<file path="config.mk">
export PLATFORM = sky130hd
export DESIGN_NAME = wb_pipe_ctrl
export DESIGN_NICKNAME = d
export VERILOG_FILES = /design/src/rtl/wb_pipe_ctrl.sv
export SDC_FILE = /design/constraint.sdc
export NUM_CORES = 1
export LEC_CHECK = 0
export ABC_AREA = 1
export BUFFER_PORTS_ARGS = -buffer_cell sky130_fd_sc_hd__buf_2
export CAP_MARGIN = 20
export CORE_MARGIN = 5
export CORE_UTILIZATION = 42
export CTS_CLUSTER_DIAMETER = 120
export CTS_CLUSTER_SIZE = 8
export DETAILED_ROUTE_END_ITERATION = 10
export PLACE_DENSITY = 0.81
export SYNTH_ARGS = -nofsm -noshare
export SYNTH_HDL_FRONTEND = slang
export SYNTH_SLANG_ARGS = --single-unit
</file>
<file path="constraint.sdc">
create_clock -name clk -period 1.2 [get_ports clk]
set_input_delay 0.36 -clock clk [delete_from_list [all_inputs] [get_ports clk]]
set_output_delay 0.36 -clock clk [all_outputs]
set_load 0.05 [all_outputs]
</file>
<file path="src/rtl/wb_pipe_ctrl.sv">
// Register-write intent pipeline (EX -> MEM -> WB), forwarding ports, load-data merge and load-use hazard.
// Optional WB_PERF_CNT_EN adds WB-write and load-use-stall event counters.
module wb_pipe_ctrl #(
    parameter int AW = 5,
    parameter int DW = 32
) (
    input  logic          clk,
    input  logic          resetn,
    input  logic          ex_valid,
    input  logic          ex_we_i,
    input  logic [AW-1:0] ex_waddr_i,
    input  logic [DW-1:0] ex_wdata_i,
    input  logic          ex_is_load,
    input  logic          mem_stall,
    input  logic          wb_stall,
    input  logic          flush,
    input  logic [DW-1:0] dram_rdata,
    input  logic [AW-1:0] id_raddr1,
    input  logic [AW-1:0] id_raddr2,
    output logic          ex_we,
    output logic [AW-1:0] ex_waddr,
    output logic [DW-1:0] ex_wdata,
    output logic          mem_we,
    output logic [AW-1:0] mem_waddr,
    output logic [DW-1:0] mem_wdata,
    output logic          wb_we,
    output logic [AW-1:0] wb_waddr,
    output logic [DW-1:0] wb_wdata,
    output logic          load_use_stall
`ifdef WB_PERF_CNT_EN
    ,
    output logic [31:0]   perf_wb_writes,
    output logic [31:0]   perf_lu_stalls
`endif
);

    logic          mem_we_q, mem_we_d;
    logic          mem_is_load_q, mem_is_load_d;
    logic [AW-1:0] mem_waddr_q, mem_waddr_d;
    logic [DW-1:0] mem_wdata_q, mem_wdata_d;
    logic          wb_we_q, wb_we_d;
    logic          wb_is_load_q, wb_is_load_d;
    logic [AW-1:0] wb_waddr_q, wb_waddr_d;
    logic [DW-1:0] wb_wdata_q, wb_wdata_d;
    logic          wb_done_q, wb_done_d;
    logic          haz1, haz2;

    always_comb begin
        mem_we_d      = mem_we_q;
        mem_is_load_d = mem_is_load_q;
        mem_waddr_d   = mem_waddr_q;
        mem_wdata_d   = mem_wdata_q;
        if (flush) begin
            mem_we_d      = 1'b0;
            mem_is_load_d = 1'b0;
        end else if (!mem_stall) begin
            mem_we_d      = ex_valid & ex_we_i & (ex_waddr_i != '0);
            mem_is_load_d = ex_valid & ex_is_load;
            mem_waddr_d   = ex_waddr_i;
            mem_wdata_d   = ex_wdata_i;
        end

        // While WB is frozen its write has already been presented once; remember that.
        wb_we_d      = wb_we_q;
        wb_is_load_d = wb_is_load_q;
        wb_waddr_d   = wb_waddr_q;
        wb_wdata_d   = wb_wdata_q;
        wb_done_d    = wb_done_q | wb_we_q;
        if (!wb_stall) begin
            wb_done_d = 1'b0;
            if (flush || mem_stall) begin
                wb_we_d      = 1'b0;
                wb_is_load_d = 1'b0;
            end else begin
                wb_we_d      = mem_we_q;
                wb_is_load_d = mem_is_load_q;
                wb_waddr_d   = mem_waddr_q;
                wb_wdata_d   = mem_wdata_q;
            end
        end
    end

    always_ff @(posedge clk or negedge resetn) begin
        if (!resetn) begin
            mem_we_q      <= 1'b0;
            mem_is_load_q <= 1'b0;
            mem_waddr_q   <= '0;
            mem_wdata_q   <= '0;
            wb_we_q       <= 1'b0;
            wb_is_load_q  <= 1'b0;
            wb_waddr_q    <= '0;
            wb_wdata_q    <= '0;
            wb_done_q     <= 1'b0;
        end else begin
            mem_we_q      <= mem_we_d;
            mem_is_load_q <= mem_is_load_d;
            mem_waddr_q   <= mem_waddr_d;
            mem_wdata_q   <= mem_wdata_d;
            wb_we_q       <= wb_we_d;
            wb_is_load_q  <= wb_is_load_d;
            wb_waddr_q    <= wb_waddr_d;
            wb_wdata_q    <= wb_wdata_d;
            wb_done_q     <= wb_done_d;
        end
    end

    assign ex_we     = ex_valid & ex_we_i & ~ex_is_load & (ex_waddr_i != '0);
    assign ex_waddr  = ex_waddr_i;
    assign ex_wdata  = ex_wdata_i;

    // Load data only exists from WB onward, so MEM never forwards a load.
    assign mem_we    = mem_we_q & ~mem_is_load_q & (mem_waddr_q != '0);
    assign mem_waddr = mem_waddr_q;
    assign mem_wdata = mem_wdata_q;

    assign wb_we     = wb_we_q & ~wb_done_q & (wb_waddr_q != '0);
    assign wb_waddr  = wb_waddr_q;
    assign wb_wdata  = wb_is_load_q ? dram_rdata : wb_wdata_q;

    assign haz1 = (id_raddr1 != '0) &
                  ((ex_valid & ex_we_i & ex_is_load & (id_raddr1 == ex_waddr_i)) |
                   (mem_we_q & mem_is_load_q & (id_raddr1 == mem_waddr_q)));
    assign haz2 = (id_raddr2 != '0) &
                  ((ex_valid & ex_we_i & ex_is_load & (id_raddr2 == ex_waddr_i)) |
                   (mem_we_q & mem_is_load_q & (id_raddr2 == mem_waddr_q)));
    assign load_use_stall = haz1 | haz2;

`ifdef WB_PERF_CNT_EN
    always_ff @(posedge clk or negedge resetn) begin
        if (!resetn) begin
            perf_wb_writes <= '0;
            perf_lu_stalls <= '0;
        end else begin
            if (wb_we)          perf_wb_writes <= perf_wb_writes + 32'd1;
            if (load_use_stall) perf_lu_stalls <= perf_lu_stalls + 32'd1;
        end
    end
`endif

endmodule

</file>
==> results.yml <==
outcome:
  status: "finished, violations left"
  violations: "setup timing"
sta:
  worst_slew_pin_slew_ns: 0.294
  finalCritPeriodShare: 1.56
  skew_ns: 0.00894
  maxSlewViolCount: 0
  setup_viol: 78
  fin_ws_ns: -0.668
  min_period_ns: 1.87
  hold_viol_final: 0
  clock.fmax_mhz: 535
  slew_headroom: 0.804
  hold_slack_ns: 0.236
  rsz0062_at_grt: "yes"
grt:
  grt.busiest_layer: "met2"
  use_met2: 0.463
  antenna_found_initial: 0
  grt_pass1_vias: 4605
  grt_max_degree: 44
  grt_use_total: 0.242
  met1_usage: 0.265
  grt_pass1_wl_um: 22400
  use_met3: 0.0361
  grt_overflow: 0
placed_design:
  dpl.hpwl_um: 9730
  place_ws_ns: -0.495
  gp_congestion: 1.09
  io_buffers: 201
drt:
  drt_iter0_drc: 242
  dr.pass1.iters: 6
  wl_um: 15700
  wire_per_inst_um: 17.3
  drt.antenna.violating_nets: 0
  vias: 4540
  drc: 0
  via_per_inst: 5.01
setup_path:
  critPathKind: "register to primary output"
  reg2reg_from: "wb_is_load_q$_DFFE_PN0N_"
  critPathLaunchType: "register"
  critPathCaptureType: "primary output"
  critPathLaunch: "mem_waddr[1]$_DFFE_PN0P_"
  critPathMaxFanout: 4
  critPathArrivalTime_ns: 1.51
  crit_required_ns: 0.84
synthesis:
  synth_seq_cells: 79
  netlist_top_cells_area: "dfrtp_1 (48%), nand2_1 (21%), buf_4 (7.5%)"
  yosysWarnings: 0
  synth.cell_area_sq_um: 4130
  synth_top_area_share: 0.479
  syn_nets: 638
  seq_area_frac_synth: 0.479
  synth_cell_types: 21
  syn_area_per_cell_sq_um: 7.50
  syn_inst: 551
  yosysTopAreaCell: "dfrtp_1"
layout:
  synthToLayoutAreaGrowth_pct: 89.7
  diodes: 0
  final_nets: 855
  drive_above_1_share: 0.546
  fillers: 523
  most-common-layout-cells: "nand2_1 (131), buf_2 (117), nand2_8 (68), dfrtp_1 (68), inv_1 (53)"
  layout_commonest_cell: "nand2_1"
floorplanning:
  num_rows: 36
  die_x_um: 109
  die_h_um: 109
  core_area_sq_um: 9680
  io_pins: 202
  die_area_sq_um: 11900
  initial_core_util: 0.426
power:
  pwr-share-comb: 0.490
  seqPwrFrac: 0.321
  ir_worst_vdd_mv: 0.783
  p_leak_nw: 3.80
  clockPowerShare: 0.189
  switching_share: 0.423
  p_sw_mw: 4.77
  p_int_mw: 6.51
  p_per_area_nw_per_um2: 1440
clock_network:
  root_buffer: "clkbuf_8"
  cts.sinks: 79
  cts_buffers: 9
  clk_latency_ns: 0.34
  clockBufferDepth: 2
  tritoncts: "built"
  htree_levels: 3
  cts.clk_slew.worst_paths_ns: 0.08
min_path:
  hp-start: "ex_wdata_i[25]"
  hold_path.class: "input pin to register"
run:
  cap_viol_max_count: 0
[worst max-delay path: stages (launching register included)]
cell	delay, ns
dfrtp_2	0.45
nand2_1	0.12
nand2_1	0.08
nor2_1	0.10
nand3_1	0.09
nand2_1	0.09
nand2_2	0.06
nand2_4	0.06
buf_8	0.14
[area by class of cell]
| cell class | instances | area, sq um | share of cell area |
|---|---|---|---|
| Sequential cell | 79 | 1990 | 0.254 |
| Timing Repair Buffer | 266 | 2420 | 0.309 |
| Clock buffer | 10 | 128 | 0.0163 |
| Tap cell | 133 | 166 | 0.0212 |
| Multi-Input combinational cell | 348 | 2780 | 0.355 |
| Inverter | 64 | 256 | 0.0327 |
| Clock inverter | 6 | 85.1 | 0.0109 |
[registers in the layout, indices dropped and copies added, names as in the netlist]
name and count:
wb_wdata_q 32, wb_is_load_q 1, mem_we_q 1, mem_waddr 5, wb_waddr 5, mem_wdata 32
wb_we_q 1, wb_done_q 1, mem_is_load_q 1
[power by group through the flow]
stage	logic, mW	registers, mW	clock network [mW]
2_1_floorplan	2.71	4.19	0
3_3_place_gp	4.30	3.52	0
3_5_place_dp	4.37	3.54	0
4_1_cts	5.21	3.55	2.18
5_1_grt	5.80	3.66	2.29
6_report	5.53	3.62	2.13
[cell families after synthesis]
group / share of synthesized area
buffers and inverters: 0.161
DFF: 0.479
AOI/OAI and AO/OA: 0.110
and+or+nand+nor: 0.250
[through the flow]
stage          cell area (sq um)  TNS (ns)  std cells   util  power [mW]
5_1_grt                     7830    -28.49        906  0.809        11.8
6_report                    7830    -24.90        906  0.809        11.3
3_5_place_dp                6310    -12.82        866  0.652        7.92
4_1_cts                     7510    -25.68        898  0.775        10.9
2_1_floorplan               5220     -4.33        551      -        6.90
3_3_place_gp                6310    -11.54        866  0.652        7.81
[worst paths after layout]
path | cells after the start | slack (ns) | to
min in group asynchronous | 3 | 0.53 | mem_wdata[7]$_DFFE_PN0P_
hold reg to reg | 2 | 0.54 | wb_done_q$_DFF_PN0_
setup reg to reg | 4 | 0.06 | wb_is_load_q$_DFFE_PN0N_
setup / recovery | 8 | -0.67 | load_use_stall
hold / removal | 3 | 0.24 | mem_wdata[25]$_DFFE_PN0P_
max in group asynchronous | 3 | 0.41 | mem_waddr[0]$_DFFE_PN0P_
[cell usage after synthesis (all sizes together)]
cell type and instances:
buf 53, o21ai 76, nor3 3, or2 1, inv 64, nor2 16
nand4 2, o211ai 1, a21oi 2, nand2 234, clkbuf 7, nand3 10
o22ai 3, dfrtp 79
[routing by layer]
metal / wire (um) / vias up / share of wire
li1: - / 2102 / -
met1: 5320 / 2172 / 0.34
met2: 8990 / 223 / 0.57
met3: 853 / 43 / 0.054
met4: 554 / 0 / 0.035
met5: 0 / - / 0
[repair_timing]
item,4_1_cts,5_1_grt
endpoints found under the setup margin,79,78
endpoints found under the hold margin,64,0
pin swaps,22,26
gates resized for setup,236,58
gates cloned,2,0
hold buffers,1,0
setup buffers,13,11
No activity file was read; power rests on OpenSTA's default activity.
